==> src/rtl/regfile_write_arbiter_pkg.sv <==
// Shared types and constants for the register-file write-port arbiter.
package wb_arb_pkg;
  typedef enum logic {NORMAL = 1'b0, STALL = 1'b1} state_e;

  localparam logic [1:0] REQ_WB  = 2'd0;
  localparam logic [1:0] REQ_MDU = 2'd1;
  localparam logic [1:0] REQ_DBG = 2'd2;

  localparam int DEF_DATA_W       = 32;
  localparam int DEF_ADDR_W       = 5;
  localparam int DEF_STARVE_LIMIT = 4;
  localparam int CNT_W            = 4;
endpackage

==> src/rtl/regfile_write_arbiter_if.sv <==
// Write-back, MDU and debug write requests in; register-file write port and stall out.
interface regfile_write_arbiter_if
  import wb_arb_pkg::*;
#(
  parameter int DATA_W = DEF_DATA_W,
  parameter int ADDR_W = DEF_ADDR_W
) ();
  logic              wb_we;
  logic [ADDR_W-1:0] wb_addr;
  logic [DATA_W-1:0] wb_data;
  logic              mdu_valid;
  logic [ADDR_W-1:0] mdu_addr;
  logic [DATA_W-1:0] mdu_data;
  logic              mdu_ready;
  logic              dbg_valid;
  logic [ADDR_W-1:0] dbg_addr;
  logic [DATA_W-1:0] dbg_data;
  logic              dbg_ready;
  logic              rf_we;
  logic [ADDR_W-1:0] rf_addr;
  logic [DATA_W-1:0] rf_data;
  logic              stall_pipe;

  modport slave (
    input  wb_we, wb_addr, wb_data,
    input  mdu_valid, mdu_addr, mdu_data,
    input  dbg_valid, dbg_addr, dbg_data,
    output mdu_ready, dbg_ready,
    output rf_we, rf_addr, rf_data, stall_pipe
  );

  modport master (
    output wb_we, wb_addr, wb_data,
    output mdu_valid, mdu_addr, mdu_data,
    output dbg_valid, dbg_addr, dbg_data,
    input  mdu_ready, dbg_ready,
    input  rf_we, rf_addr, rf_data, stall_pipe
  );
endinterface

==> src/rtl/regfile_write_arbiter_starve_counter.sv <==
// Saturating denied-cycle counter; hit flags that the count reaches LIMIT at this edge.
module starve_counter #(
  parameter int LIMIT = 4,
  parameter int CNT_W = 4
) (
  input  logic clk,
  input  logic rst,
  input  logic inc,
  input  logic clr,
  output logic hit
);
  logic [CNT_W-1:0] cnt_q, cnt_d;

  always_comb begin
    cnt_d = cnt_q;
    if (clr)                                cnt_d = '0;
    else if (inc && cnt_q != CNT_W'(LIMIT)) cnt_d = cnt_q + 1'b1;
  end

  // Looking at the next value lets the stall land in the cycle right after the limit is reached.
  assign hit = (cnt_d == CNT_W'(LIMIT));

  always_ff @(posedge clk or posedge rst)
    if (rst) cnt_q <= '0;
    else     cnt_q <= cnt_d;
endmodule

==> src/rtl/regfile_write_arbiter.sv <==
// Single register-file write port shared by write-back (priority), MDU and debug.
module regfile_write_arbiter
  import wb_arb_pkg::*;
#(
  parameter int DATA_W       = DEF_DATA_W,
  parameter int ADDR_W       = DEF_ADDR_W,
  parameter int STARVE_LIMIT = DEF_STARVE_LIMIT
) (
  input  logic                     clk,
  input  logic                     rst,
  regfile_write_arbiter_if.slave   bus
);
  // Secondary requesters as packed vectors: bit 0 = MDU, bit 1 = DBG.
  logic [1:0]        sec_vld, sec_gnt, sec_hit;
  logic              wb_gnt, any_gnt;
  state_e            state_q, state_d;
  logic [1:0]        victim_q, victim_d;
  logic [ADDR_W-1:0] sel_addr, rf_addr_q;
  logic [DATA_W-1:0] sel_data, rf_data_q;
  logic              rf_we_q;

  assign sec_vld = {bus.dbg_valid, bus.mdu_valid};

  for (genvar g = 0; g < 2; g++) begin : g_cnt
    starve_counter #(.LIMIT(STARVE_LIMIT), .CNT_W(CNT_W)) u_cnt (
      .clk (clk),
      .rst (rst),
      .inc (sec_vld[g] & ~sec_gnt[g]),
      .clr (sec_gnt[g] | ~sec_vld[g]),
      .hit (sec_hit[g])
    );
  end

  // Grants are combinational; held off during reset so ready reads 0.
  always_comb begin
    wb_gnt  = 1'b0;
    sec_gnt = '0;
    if (!rst) begin
      if (state_q == STALL) begin
        sec_gnt[0] = sec_vld[0] & (victim_q == REQ_MDU);
        sec_gnt[1] = sec_vld[1] & (victim_q == REQ_DBG);
      end else if (bus.wb_we)  wb_gnt     = 1'b1;
      else if (sec_vld[0])     sec_gnt[0] = 1'b1;
      else                     sec_gnt[1] = sec_vld[1];
    end
  end

  always_comb begin
    state_d  = NORMAL;
    victim_d = victim_q;
    if (state_q == NORMAL && |sec_hit) begin
      state_d  = STALL;
      victim_d = sec_hit[0] ? REQ_MDU : REQ_DBG;
    end
  end

  always_comb begin
    sel_addr = bus.wb_addr;
    sel_data = bus.wb_data;
    if (sec_gnt[0]) begin
      sel_addr = bus.mdu_addr;
      sel_data = bus.mdu_data;
    end else if (sec_gnt[1]) begin
      sel_addr = bus.dbg_addr;
      sel_data = bus.dbg_data;
    end
  end

  assign any_gnt = wb_gnt | (|sec_gnt);

  always_ff @(posedge clk or posedge rst) begin
    if (rst) begin
      state_q   <= NORMAL;
      victim_q  <= REQ_MDU;
      rf_we_q   <= 1'b0;
      rf_addr_q <= '0;
      rf_data_q <= '0;
    end else begin
      state_q  <= state_d;
      victim_q <= victim_d;
      // r0 writes complete the handshake but never reach the register file.
      rf_we_q  <= any_gnt && (sel_addr != '0);
      if (any_gnt) begin
        rf_addr_q <= sel_addr;
        rf_data_q <= sel_data;
      end
    end
  end

  assign bus.mdu_ready  = sec_gnt[0];
  assign bus.dbg_ready  = sec_gnt[1];
  assign bus.stall_pipe = (state_q == STALL);
  assign bus.rf_we      = rf_we_q;
  assign bus.rf_addr    = rf_addr_q;
  assign bus.rf_data    = rf_data_q;
endmodule

==> src/flat_wrapper.sv <==
// flat-port wrapper written by rule: the top's interface ports become plain ports
module regfile_write_arbiter_flat import wb_arb_pkg::*;
#(
  parameter int DATA_W       = DEF_DATA_W,
  parameter int ADDR_W       = DEF_ADDR_W,
  parameter int STARVE_LIMIT = DEF_STARVE_LIMIT
)
  (clk, rst, bus_wb_we, bus_wb_addr, bus_wb_data, bus_mdu_valid, bus_mdu_addr, bus_mdu_data, bus_dbg_valid, bus_dbg_addr, bus_dbg_data, bus_mdu_ready, bus_dbg_ready, bus_rf_we, bus_rf_addr, bus_rf_data, bus_stall_pipe);
  regfile_write_arbiter_if #(.DATA_W(DATA_W), .ADDR_W(ADDR_W)) bus_i ();
  input  logic clk;
  input  logic rst;
  input wire logic [$bits(bus_i.wb_we)-1:0] bus_wb_we;
  input wire logic [$bits(bus_i.wb_addr)-1:0] bus_wb_addr;
  input wire logic [$bits(bus_i.wb_data)-1:0] bus_wb_data;
  input wire logic [$bits(bus_i.mdu_valid)-1:0] bus_mdu_valid;
  input wire logic [$bits(bus_i.mdu_addr)-1:0] bus_mdu_addr;
  input wire logic [$bits(bus_i.mdu_data)-1:0] bus_mdu_data;
  input wire logic [$bits(bus_i.dbg_valid)-1:0] bus_dbg_valid;
  input wire logic [$bits(bus_i.dbg_addr)-1:0] bus_dbg_addr;
  input wire logic [$bits(bus_i.dbg_data)-1:0] bus_dbg_data;
  output wire logic [$bits(bus_i.mdu_ready)-1:0] bus_mdu_ready;
  output wire logic [$bits(bus_i.dbg_ready)-1:0] bus_dbg_ready;
  output wire logic [$bits(bus_i.rf_we)-1:0] bus_rf_we;
  output wire logic [$bits(bus_i.rf_addr)-1:0] bus_rf_addr;
  output wire logic [$bits(bus_i.rf_data)-1:0] bus_rf_data;
  output wire logic [$bits(bus_i.stall_pipe)-1:0] bus_stall_pipe;
  assign bus_i.wb_we = bus_wb_we;
  assign bus_i.wb_addr = bus_wb_addr;
  assign bus_i.wb_data = bus_wb_data;
  assign bus_i.mdu_valid = bus_mdu_valid;
  assign bus_i.mdu_addr = bus_mdu_addr;
  assign bus_i.mdu_data = bus_mdu_data;
  assign bus_i.dbg_valid = bus_dbg_valid;
  assign bus_i.dbg_addr = bus_dbg_addr;
  assign bus_i.dbg_data = bus_dbg_data;
  assign bus_mdu_ready = bus_i.mdu_ready;
  assign bus_dbg_ready = bus_i.dbg_ready;
  assign bus_rf_we = bus_i.rf_we;
  assign bus_rf_addr = bus_i.rf_addr;
  assign bus_rf_data = bus_i.rf_data;
  assign bus_stall_pipe = bus_i.stall_pipe;
  regfile_write_arbiter #(.DATA_W(DATA_W), .ADDR_W(ADDR_W), .STARVE_LIMIT(STARVE_LIMIT)) u_core (.clk(clk), .rst(rst), .bus(bus_i));
endmodule
==> config.mk <==
export PLATFORM = sky130hd
export DESIGN_NAME = regfile_write_arbiter_flat
export DESIGN_NICKNAME = d
export VERILOG_FILES = /design/src/rtl/regfile_write_arbiter_pkg.sv /design/src/rtl/regfile_write_arbiter_if.sv /design/src/rtl/regfile_write_arbiter_starve_counter.sv /design/src/rtl/regfile_write_arbiter.sv /design/src/flat_wrapper.sv
export SDC_FILE = /design/constraint.sdc
export NUM_CORES = 1
export LEC_CHECK = 0
export CAP_MARGIN = 20
export CORE_UTILIZATION = 43
export DETAILED_ROUTE_END_ITERATION = 6
export PLACE_DENSITY = 0.83
export SLEW_MARGIN = 20
export SYNTH_ARGS = -nofsm -noshare
export SYNTH_HDL_FRONTEND = slang
export SYNTH_SLANG_ARGS = --single-unit
==> constraint.sdc <==
create_clock -name clk -period 4 [get_ports clk]
set_clock_uncertainty 0.15 [all_clocks]
set_input_delay 0.8 -clock clk [delete_from_list [all_inputs] [get_ports clk]]
set_output_delay 0.8 -clock clk [all_outputs]
set_load 0.02 [all_outputs]
# After elaboration in Yosys (flattened, before gate mapping)
# Cells that the tools add are included.
# Widths: inputs -> output; s select.
# op_classes
n_eq_ne,6
n_mul,0
addsub,2
order_cmp,0
reduce_logical,7
n_mux,18
bitwise_logic,12
shift,0
div,0
# ops
operator,count
$mux 32,2
$mux 4,4
$mux 5,2
$add 4x1->4 const B,2
$eq 4x3->1 const B,2
$mux 2,4
$ne 4x3->1 const B,2
$mux 1,6
$not 1->1,5
$reduce_bool 5->1,1
$and 1x1->1,4
$logic_and 1x1->1,4
$reduce_or 2->1,2
$or 1x1->1,3
$eq 2x1->1 const B,1
$eq 2x2->1 const B,1
# word_totals
reg_bits,49
inputBits,116
latchBits,0
ram_bits,0
romBits,0
memories,0
out_inout_bits,41

# Logic depth before layout (Yosys ltp)
# logic_depth
ltp_word,13
depth_mapped,7
ltp_nobuf,7

# Cells and area by module
# From an unflattened synthesis, not the netlist that was laid out.
# unflattened
cells_unflattened,294
hier_area_um2,2946.6
# modules_own_cells
mod,area_per_inst_um2,seq_area_each_um2,instances,cells_each
regfile_write_arbiter,2414.8,1027.2,1,234
starve_counter at u_core.g_cnt[0].u_cnt,269.0,100.1,1,30
starve_counter at u_core.g_cnt[1].u_cnt,262.8,100.1,1,30

# Worst setup path after synthesis
# OpenSTA, ideal clock, no wires.
# synth_path
path_kind,input port to flip-flop
start,input port rst
end,"register u_core.rf_data_q[10], in the netlist u_core.bus.rf_data[10]"
stages,5
t_arrival_ns,2.683
n_path_buf,2
setup_ns,0.128
path_slack_ns,1.039
required_ns,3.722
path_cell_list,inv_1 -> a21oi_1 -> buf_4 -> buf_6 -> mux2_1
# synth_between
elab_chain_len,3
# synth_rtl
item,line,rtl
start: declaration,flat_wrapper.sv:11,input logic rst;
$mux 2,regfile_write_arbiter.sv:38,if (!rst) begin
$mux 32 / $reduce_or 2->1 (equally long branches),"regfile_write_arbiter.sv:63, regfile_write_arbiter.sv:69",
$mux 32 / $or 1x1->1 (equally long branches),"regfile_write_arbiter.sv:60, regfile_write_arbiter.sv:69",
end signal: assignment,regfile_write_arbiter.sv:85,rf_data_q <= sel_data;
end: declaration,regfile_write_arbiter.sv:19,"logic [DATA_W-1:0] sel_data, rf_data_q;"
# Several ways; a longest one is shown, not always the timed one.
# A chain may end at the register's enable or synchronous reset.

# Worst setup path after layout
# layout_path
start,input port bus_mdu_valid
end,output port bus_dbg_ready
# layout_between
elab_chain_len,4
# layout_rtl
item,line,rtl
start: declaration,flat_wrapper.sv:15,input wire logic [$bits(bus_i.mdu_valid)-1:0] bus_mdu_valid;
$mux 1,regfile_write_arbiter.sv:43,else if (sec_vld[0]) sec_gnt[0] = 1'b1;
$mux 2,regfile_write_arbiter.sv:42,end else if (bus.wb_we) wb_gnt = 1'b1;
$mux 2,regfile_write_arbiter.sv:39,if (state_q == STALL) begin
$mux 2,regfile_write_arbiter.sv:38,
end: declaration,flat_wrapper.sv:22,output wire logic [$bits(bus_i.dbg_ready)-1:0] bus_dbg_ready;
# Every way passes these cells.

==> metrics list <==
- Status: finished with violations
* Number of vias per cell after detailed routing: 5.24
- Routability-driven placement congestion ratio: 0.769
- The detailed router placed 2,718 vias in this run.
- TritonCTS built the clock tree.
- For this run, design rule violations remaining after detail routing come to 12.
- Along the worst path, the maximum fanout reaches 3.
- Post-synthesis average cell area: 10.1 um2
- Counting flops and latches in the post-synthesis netlist gives 49.
- I/O Pins: 157
* ANT cells: 0
- sky130_fd_sc_hd__dfrtp_1 is the most common cell in the netlist.
* Floorplan die area: 7110 um2
- The finished layout holds 519 standard cells, fillers aside.
- Insertion delay of the later-clocked pin in the worst-skew pair: 300 ps
* Failing checks: DRC
- Number of H-tree levels: 2
* Number of violations of the max-capacitance limit: 0
- In this run, CTS created clock tree buffers numbering 5.
- Total of cells resized after clock tree synthesis: 0
* Worst hold stages: 1
- R2R setup slack: 1470 ps
* Total power: 1.58 mW
- Global Route Usage Sum: 23.3%
* Startpoint of the worst register-to-register path: u_core.victim_q[0]$_DFFE_PP1P_
- Kind of start point of the critical path: primary input
* Class of the most critical setup path: primary input to output port
- Cells on worst reg2reg path: 6
- At the pin with the least slew margin, the transition time is 741 ps.
- Final Routed Wirelength: 7.87 mm
- In the final timing run, aggregate negative setup slack is 0 ps.
- Library cells used by synthesis: 38
- Once the floorplan was initialized, standard cells occupied 45.1% of the core.
- Buffers placed on the I/O ports in this run total 156.
- Top cells by area in the synthesized netlist: sky130_fd_sc_hd__dfrtp_1 (41%), sky130_fd_sc_hd__mux2i_1 (14%), sky130_fd_sc_hd__mux2_2 (7.7%), sky130_fd_sc_hd__a21oi_1 (6.9%), sky130_fd_sc_hd__mux2_1 (6.6%)
- DRT Pass-1 Iters: 6
- Layout Area Growth over Synthesis: 59.5%
- In the final layout, flip-flops and latches occupy 1230 um2.
* Grt ovf: 0
* Top cells by instance count after synthesis: sky130_fd_sc_hd__dfrtp_1 (48), sky130_fd_sc_hd__nor2_1 (47), sky130_fd_sc_hd__mux2i_1 (41), sky130_fd_sc_hd__a21oi_1 (40), sky130_fd_sc_hd__mux2_2 (20)
- Setup violations remaining at the end of the flow were counted as 0.
* Largest area contributor in the netlist: sky130_fd_sc_hd__dfrtp_1
* Asr flop ratio synth: 100%
- Entering global routing, the biggest net connects 75 pins.
- Clk root buf: sky130_fd_sc_hd__clkbuf_8
* Final Max Tran Viols: 0
* Number of buffers on the longest clock path: 2
* Crit path DAT: 2470 ps
- Die span in y: 84.3 um
- Power spread over the standard cell area amounts to 339 nW/um2.
* Hold wc startpoint: u_core.bus.rf_data[19]$_DFFE_PP0P_
- Antenna violations before repair: 0
* Standby leakage power: 2.15 nW
* Maximum frequency from static timing analysis: 292 MHz
- Total clock sinks: 49
- Number of enable-type register cells in the synthesized netlist: 0
* Detailed Place HPWL: 5.86 mm
- The multi-input combinational cells in the finished layout cover a total of 1570 um2.
- Endpoints failing hold: 0
- Net count after synthesis: 409
- Core area: 6460 um2
- The number of global-route vias before repair was 2,811.
* Peak ir drop on the vdd network: 0.000237 V
- Path type of the worst min-delay path: flop to flop
* Relative slew margins: 50.6%
* Post-synthesis sequential area ratio: 42.1%
* Post-DR wirelength/cell: 15.2 um
- Standard-cell rows: 29
- Share of Yosys cell area claimed by the top area cell type: 41.2%
* Post-layout net count: 561
- Most instantiated flip-flop cell in the synthesis netlist: sky130_fd_sc_hd__dfrtp_1
* Inst Count DP: 511
- Post-CTS timing repair inserted 0 buffers for setup.
- Cells after synthesis: 289
- The first global-routing pass estimated 13.2 mm of wire.
* Width of the die: 84.3 um
* Hold-fix buffer count after cts: 0
- The detailed router finished its first iteration with 87 violations.
- Final critical-path required period: 3420 ps
* Post-route fraction of the period consumed by the critical path: 85.6%
- RSZ-0062 raised after global routing: no
* Req. time, crit path: 3050 ps
- Yosys printed 0 warnings.
- Of the cells placed in the final design, the portion with a size suffix greater than 1 is 9.73%.
* Remaining number of nets flagged by the antenna check after routing: 0
- After synthesis the cells add up to 2910 um2.
- The worst hold path terminates at u_core.bus.rf_data[19]$_DFFE_PP0P_.
- Clock-pin slew was measured on the worst setup and hold paths at 90 ps.
* Fillcell total: 502
- FF-to-FF End: u_core.bus.rf_we$_DFF_PP0_
- Category of the worst setup path capture point: output port
==> cells in the final DEF (no fill, tap or decap), types with 3 or more instances in the layout <==
master / Yosys / final
sky130_fd_sc_hd__clkdlybuf4s50_1: 0 / 156
sky130_fd_sc_hd__a21oi_1: 40 / 39
sky130_fd_sc_hd__nor3_1: 3 / 3
sky130_fd_sc_hd__mux2_2: 20 / 20
sky130_fd_sc_hd__inv_1: 13 / 12
sky130_fd_sc_hd__buf_4: 2 / 5
sky130_fd_sc_hd__clkbuf_8: 0 / 7
sky130_fd_sc_hd__mux2i_1: 41 / 41
sky130_fd_sc_hd__nor2_1: 47 / 47
sky130_fd_sc_hd__o21ai_0: 3 / 3
sky130_fd_sc_hd__ha_1: 4 / 4
sky130_fd_sc_hd__mux2_1: 17 / 17
sky130_fd_sc_hd__dfrtp_1: 48 / 48
sky130_fd_sc_hd__nand2_1: 6 / 6
==> report_power, final <==
group | internal [mW] | switching [mW] | leakage, nW | total, mW
registers | 0.590 | 0.0533 | 0.584 | 0.644
logic | 0.344 | 0.267 | 1.51 | 0.610
clock network | 0.157 | 0.166 | 0.0542 | 0.323
total | 1.09 | 0.486 | 2.15 | 1.58
==> worst max path at each step <==
stage          slack (ps)  cells past startpoint           from                                  to
2_1_floorplan        1040                      5            rst  u_core.bus.rf_data[10]$_DFFE_PP0P_
3_3_place_gp          570                      5  bus_mdu_valid                       bus_dbg_ready
3_5_place_dp          550                      7            rst          u_core.bus.rf_we$_DFF_PP0_
4_1_cts               560                      5  bus_mdu_valid                       bus_dbg_ready
5_1_grt               500                      5  bus_mdu_valid                       bus_dbg_ready
6_report              580                      5  bus_mdu_valid                       bus_dbg_ready
==> per-layer routing <==
metal / routed length, um / global-route usage (%)
met5: 0 / 0
met4: 167 / 7.99
met3: 664 / 6.78
met2: 4020 / 42.5
met1: 3020 / 26.0
==> cell families after synthesis <==
logic type / Yosys count / share of synthesized area [%]
flip-flops: 49 / 42.1
buffers and inverters: 30 / 5.11
AO/OA/AOI/OAI: 52 / 9.71
multiplexers: 78 / 28.4
XOR/XNOR: 2 / 0.601
adder cells (fa/ha/maj): 4 / 1.72
AND/OR/NAND/NOR: 74 / 12.3
==> state kept, by name, summed over array words and instances, names as in the netlist <==
register and flops:
u_core.bus.rf_addr 5, u_core.bus.rf_data 32, u_core.bus.rf_we 1, u_core.bus.stall_pipe 1, u_core.g_cnt.u_cnt.cnt_q 8, u_core.victim_q 2
==> through the flow <==
stage | hold WS, ps | setup WS, ps | util [%] | instance area [um2]
2_1_floorplan | 353 | 1040 | - | 2910
3_3_place_gp | 323 | 567 | 70.4 | 4550
3_5_place_dp | 331 | 549 | 70.4 | 4550
4_1_cts | 351 | 561 | 71.9 | 4650
5_1_grt | 369 | 498 | 71.9 | 4650
6_report | 345 | 576 | 71.9 | 4650
==> critical path, cell delays in order <==
cell and delay [ps]:
sky130_fd_sc_hd__clkdlybuf4s50_1 490, sky130_fd_sc_hd__nor4_2 430, sky130_fd_sc_hd__o21ai_4 90, sky130_fd_sc_hd__inv_1 70
sky130_fd_sc_hd__clkdlybuf4s50_1 590
==> layout make-up <==
class,instances,share of cell area [%]
Clock buffer,7,2.07
Clock inverter,1,0.108
Inverter,14,1.13
Multi-Input combinational cell,210,33.8
Sequential cell,49,26.4
Tap cell,77,2.07
Timing Repair Buffer,161,34.4
No activity file was read; power rests on OpenSTA's default activity.
